## src/rtl/generic_fifo_sc_p.sv

```systemverilog
// Parametrised single-clock FIFO with occupancy count, programmable almost flags,
// sticky overflow/underflow and selectable first-word-fall-through read mode.
module generic_fifo_sc_p #(
  parameter int DW   = 153,
  parameter int AW   = 4,
  parameter int AF_N = 2,
  parameter int AE_N = 2,
  parameter int FWFT = 1
) (
  input  logic          clk,
  input  logic          rst,
  input  logic          clr,
  input  logic [DW-1:0] din,
  input  logic          we,
  input  logic          re,
  output logic [DW-1:0] dout,
  output logic          full,
  output logic          empty,
  output logic          almost_full,
  output logic          almost_empty,
  output logic [AW:0]   count,
  output logic          overflow,
  output logic          underflow
);

  localparam int          DEPTH    = 1 << AW;
  localparam logic [AW:0] FULL_LVL = (AW+1)'(DEPTH);
  localparam logic [AW:0] AF_LVL   = (AW+1)'(DEPTH - AF_N);
  localparam logic [AW:0] AE_LVL   = (AW+1)'(AE_N);
  localparam logic [AW:0] ONE_LVL  = (AW+1)'(1);

  logic [DW-1:0] mem_r [DEPTH];
  logic [AW-1:0] wp_r;
  logic [AW-1:0] rp_r;
  logic [AW-1:0] rp_inc_s;
  logic [AW:0]   count_r;
  logic [AW:0]   count_nx_s;
  logic          rd_ok_s;
  logic          wr_ok_s;
  logic          mem_we_s;
  logic [DW-1:0] dout_r;
  logic [DW-1:0] dout_nx_s;
  logic          full_r;
  logic          empty_r;
  logic          af_r;
  logic          ae_r;
  logic          ovf_r;
  logic          unf_r;

  // Request acceptance, next occupancy and next value of the output data register.
  always_comb begin
    rd_ok_s    = re & ~empty_r;
    wr_ok_s    = we & (~full_r | rd_ok_s);
    mem_we_s   = wr_ok_s & rst & ~clr;
    rp_inc_s   = rp_r + AW'(1);
    count_nx_s = count_r + (AW+1)'(wr_ok_s) - (AW+1)'(rd_ok_s);
    dout_nx_s  = dout_r;
    if (FWFT != 0) begin
      // Head lookahead: after a pop the new head is the next slot, or the
      // incoming word when the last entry leaves in the same cycle.
      if (rd_ok_s) begin
        if (count_r == ONE_LVL) begin
          if (wr_ok_s) begin
            dout_nx_s = din;
          end else begin
            dout_nx_s = dout_r;
          end
        end else begin
          dout_nx_s = mem_r[rp_inc_s];
        end
      end else if (empty_r && wr_ok_s) begin
        dout_nx_s = din;
      end else begin
        dout_nx_s = dout_r;
      end
    end else begin
      if (rd_ok_s) begin
        dout_nx_s = mem_r[rp_r];
      end else begin
        dout_nx_s = dout_r;
      end
    end
  end

  // Pointers, occupancy, status flags and output data register.
  always_ff @(posedge clk) begin
    if (!rst || clr) begin
      wp_r    <= '0;
      rp_r    <= '0;
      count_r <= '0;
      full_r  <= 1'b0;
      empty_r <= 1'b1;
      af_r    <= 1'b0;
      ae_r    <= 1'b1;
      ovf_r   <= 1'b0;
      unf_r   <= 1'b0;
      dout_r  <= '0;
    end else begin
      if (wr_ok_s) begin
        wp_r <= wp_r + AW'(1);
      end
      if (rd_ok_s) begin
        rp_r <= rp_inc_s;
      end
      count_r <= count_nx_s;
      full_r  <= (count_nx_s == FULL_LVL);
      empty_r <= (count_nx_s == '0);
      af_r    <= (count_nx_s >= AF_LVL);
      ae_r    <= (count_nx_s <= AE_LVL);
      ovf_r   <= ovf_r | (we & ~wr_ok_s);
      unf_r   <= unf_r | (re & ~rd_ok_s);
      dout_r  <= dout_nx_s;
    end
  end

  // Storage array; contents survive reset and clear.
  always_ff @(posedge clk) begin
    if (mem_we_s) begin
      mem_r[wp_r] <= din;
    end
  end

  assign dout         = dout_r;
  assign full         = full_r;
  assign empty        = empty_r;
  assign almost_full  = af_r;
  assign almost_empty = ae_r;
  assign count        = count_r;
  assign overflow     = ovf_r;
  assign underflow    = unf_r;

endmodule

```

## config.mk

```make
export PLATFORM = sky130hd
export DESIGN_NAME = generic_fifo_sc_p
export DESIGN_NICKNAME = d
export VERILOG_FILES = /design/src/rtl/generic_fifo_sc_p.sv
export SDC_FILE = /design/constraint.sdc
export NUM_CORES = 2
export LEC_CHECK = 0
export ABC_AREA = 1
export CORE_ASPECT_RATIO = 1.75
export CORE_MARGIN = 5
export CORE_UTILIZATION = 50
export DETAILED_ROUTE_END_ITERATION = 6
export HOLD_SLACK_MARGIN = 0.03
export PLACE_DENSITY = 0.67
export SLEW_MARGIN = 20
export SYNTH_ARGS = -nofsm -noshare
export SYNTH_HDL_FRONTEND = slang
export SYNTH_SLANG_ARGS = --single-unit
```

## constraint.sdc

```tcl
create_clock -name clk -period 22.4 [get_ports clk]
set_clock_uncertainty 0.2 [all_clocks]
set_input_delay 4.48 -clock clk [delete_from_list [all_inputs] [get_ports clk]]
set_output_delay 4.48 -clock clk [all_outputs]
set_load 0.05 [all_outputs]
```

==> impl_metrics.py <==
metrics = {
    "outcome": {
        "status": "finished clean",
    },
    "timing": {
        "finalCriticalPeriod_ns": 8.13,
        "relSlewSlack_pct": 16.6,
        "hold_viol_final": 0,
        "tightest_slew_ns": 1.25,
        "period_share_pct": 36.3,
        "final-max-slew-violation-count": 0,
        "max_freq_mhz": 123,
        "rsz0062_at_grt": "false",
        "setup_viol": 0,
        "finalSetupTns_ns": 0,
    },
    "yosys": {
        "ys_types": 28,
        "syn_nets": 12100,
        "syn-cell-area_um2": 115000,
        "ys_seq_area_share_pct": 66.9,
        "netlist_top_cells_area": "edfxtp_1 64%, nand2_1 14%, inv_1 7.6%, nand3_1 6.7%, dfxtp_1 3.0%",
        "syn_inst": 11900,
        "yosysTopAreaCellShare_pct": 63.9,
        "ys_seq_elements": 2620,
        "syn_avg_cell_area_um2": 9.66,
        "synth_top_area_cell": "edfxtp_1",
        "ys_warn_count": 0,
    },
    "pwr": {
        "p_leak_nw": 55.1,
        "p_int_mw": 8.01,
        "p_per_area_nw_per_um2": 86.0,
        "switchingPower_mw": 2.99,
        "pwr-share-comb_pct": 14.3,
        "p_seq_share_pct": 49.8,
        "switching_share_pct": 27.2,
        "ir_worst_vdd_v": 0.0000680,
        "clockPowerShare_pct": 35.9,
    },
    "worst_setup_path": {
        "arrival_ns": 8.65,
        "r2r-start": "rp_r[0]$_SDFFE_PP0P_",
        "startpoint_type": "input pin",
        "cp_data_required_time_ns": 22.92,
        "path_class": "in2reg",
        "crit_path_start": "re",
        "path_max_fanout": 82,
        "cp-end-kind": "flip-flop",
    },
    "min_path": {
        "hp-start": "overflow$_SDFF_PP0_",
        "min_path_type": "reg2reg",
    },
    "routing": {
        "drc": 0,
        "wirelength_um": 318000,
        "vias_per_cell": 5.24,
        "ant_nets": 0,
        "post_drt_wl_per_cell_um": 20.9,
        "vias": 79900,
        "firstDrtPassIters": 6,
        "drt_iter0_markers": 7414,
    },
    "die": {
        "die_w_um": 373,
        "rows": 233,
        "fp.coreArea_um2": 230000,
        "pin_count": 322,
        "die_h_um": 644,
        "die_area_um2": 240000,
        "start_util_pct": 50.1,
    },
    "grt": {
        "overflow": 0,
        "grt_start_max_net_pins": 220,
        "first_global_vias": 78500,
        "track_usage_pct": 26.1,
        "grt_antenna_before_repair": 46,
        "grt_pass1_wl_um": 478000,
    },
    "clock_network": {
        "cts-buffers-inserted": 230,
        "cts_setup_buffers": 0,
        "postCtsResizedCells": 0,
        "ctsHoldBuffers": 0,
        "cts_sinks": 2620,
        "cts_htree_levels": 4,
        "clkLatencyLatePin_ns": 0.89,
        "cts.clk_slew.worst_paths_ns": 0.07,
        "clockBufferDepth": 4,
        "cts_tree": "built",
        "root_buffer": "clkbuf_16",
    },
    "placed_design": {
        "portBuffers": 321,
        "gp_congestion": 0.865,
        "placed_cell_area_um2": 121000,
        "dp_hpwl_um": 170000,
    },
    "finish": {
        "fin_area_um2": 128000,
        "final_util_pct": 55.7,
        "syn_to_final_growth_pct": 11.2,
        "drive_gt1_share_pct": 5.10,
        "finalNetCount": 12100,
    },
    "job": {
        "cap_violations": 0,
    },
}
## placed cells by master, fill, tap and decap left out, types with 17 or more instances in the layout
cell and n:
clkinv_1 40, clkbuf_16 232, nand2_1 4144, buf_4 79, inv_1 2317, diode_2 25, clkbuf_8 17, clkbuf_1 50
a21oi_1 166, clkinv_2 46, nand3_1 1535, clkdlybuf4s50_1 321, nor2_1 319, or2_2 153, buf_12 20, edfxtp_1 2448
bufinv_16 19, dfxtp_1 171
## logic make-up after synthesis
| group | count (synthesis) | synth area share (%) |
|---|---|---|
| xor gates and xnor gates | 5 | 0.0381 |
| and+or+nand+nor | 6175 | 22.2 |
| DFF | 2620 | 66.9 |
| adders and majority gates | 12 | 0.137 |
| AOI/OAI and AO/OA | 179 | 0.808 |
| buffers and inverters | 2913 | 9.93 |
## sequential cells by signal (all words and copies together) (netlist names)
| register | flops |
|---|---|
| full | 1 |
| rp_r | 4 |
| almost_full | 1 |
| count | 5 |
| wp_r | 4 |
| dout | 153 |
| underflow | 1 |
| overflow | 1 |
| almost_empty | 1 |
| mem_r | 2448 |
| empty | 1 |
## cell type report
type / instances / area [µm²]
fillers: 19600 / 102000
flip-flops and latches: 2620 / 77000
multi-input cells: 6371 / 26800
inverters: 2322 / 8750
clock buffers: 299 / 6230
repair buffers: 421 / 4220
well taps: 3055 / 3820
clock inverters: 126 / 1130
diodes: 25 / 62.6
## critical path: stages
cell	delay [ns]
clkdlybuf4s50_1	0.48
nand2_4	0.16
nand2_2	0.08
nand2_4	0.13
ha_1	0.21
inv_1	0.09
o21ai_4	0.15
buf_4	0.65
buf_4	0.81
buf_4	0.89
nand2_1	0.12
nand2_1	0.11
a21oi_1	0.06
## stage by stage
stage | cells | worst slack, ns | power (mW) | hold WS (ns)
detailed placement | 14800 | 13.49 | 7.15 | 0.256
global placement | 14800 | 13.59 | 7.14 | 0.259
floorplan | 11900 | 5.80 | 6.57 | 0.303
finish | 15200 | 14.27 | 11.0 | 0.275
global route | 15200 | 14.14 | 11.4 | 0.310
CTS | 15200 | 14.40 | 11.1 | 0.275
## Yosys cell counts
library cell	count
a31oi_4	1
o21ai_4	1
or2_2	153
o21ai_2	1
nand2_2	1
inv_2	4
o21a_1	1
buf_4	21
xor2_1	3
fa_1	1
a21oi_1	166
nand4_1	2
buf_2	320
nor3_1	7
o21ai_0	9
dfxtp_1	172
nand3_1	1535
nor2_1	329
nor2_2	1
ha_1	11
nand2_1	4145
xnor2_1	2
buf_1	49
buf_6	1
edfxtp_1	2448
nand2_4	2
inv_1	2318
clkbuf_1	200
## power by group through the flow
stage                     sequential, mW  combinational [mW]  clock [mW]
after global placement              5.59                1.55           0
after detailed placement            5.58                1.57           0
final                               5.48                1.58        3.95
after global routing                5.48                1.73        4.20
after CTS                           5.48                1.58        4.01
after floorplan                     5.70               0.873           0
## per-layer routing
metal / wire length, µm / GRT usage [%] / up-vias / share of wire, %
met5: 92 / 0 / - / 0.029
met4: 12100 / 10.1 / 16 / 3.8
met3: 22500 / 4.09 / 653 / 7.1
met2: 161000 / 45.7 / 3030 / 51
met1: 123000 / 32.6 / 38800 / 39
li1: - / - / 37400 / -
## path summary, 6_finish.rpt
path / end / slack, ns / depth (start not counted)
worst max-delay path: dout[128]$_SDFFE_PP0P_ / 14.27 / 13
worst min-delay path: overflow$_SDFF_PP0_ / 0.27 / 2
worst max register to register: dout[130]$_SDFFE_PP0P_ / 17.06 / 11
worst min register to register: overflow$_SDFF_PP0_ / 0.27 / 2
Note: power is estimated with default switching activity, not from simulation.
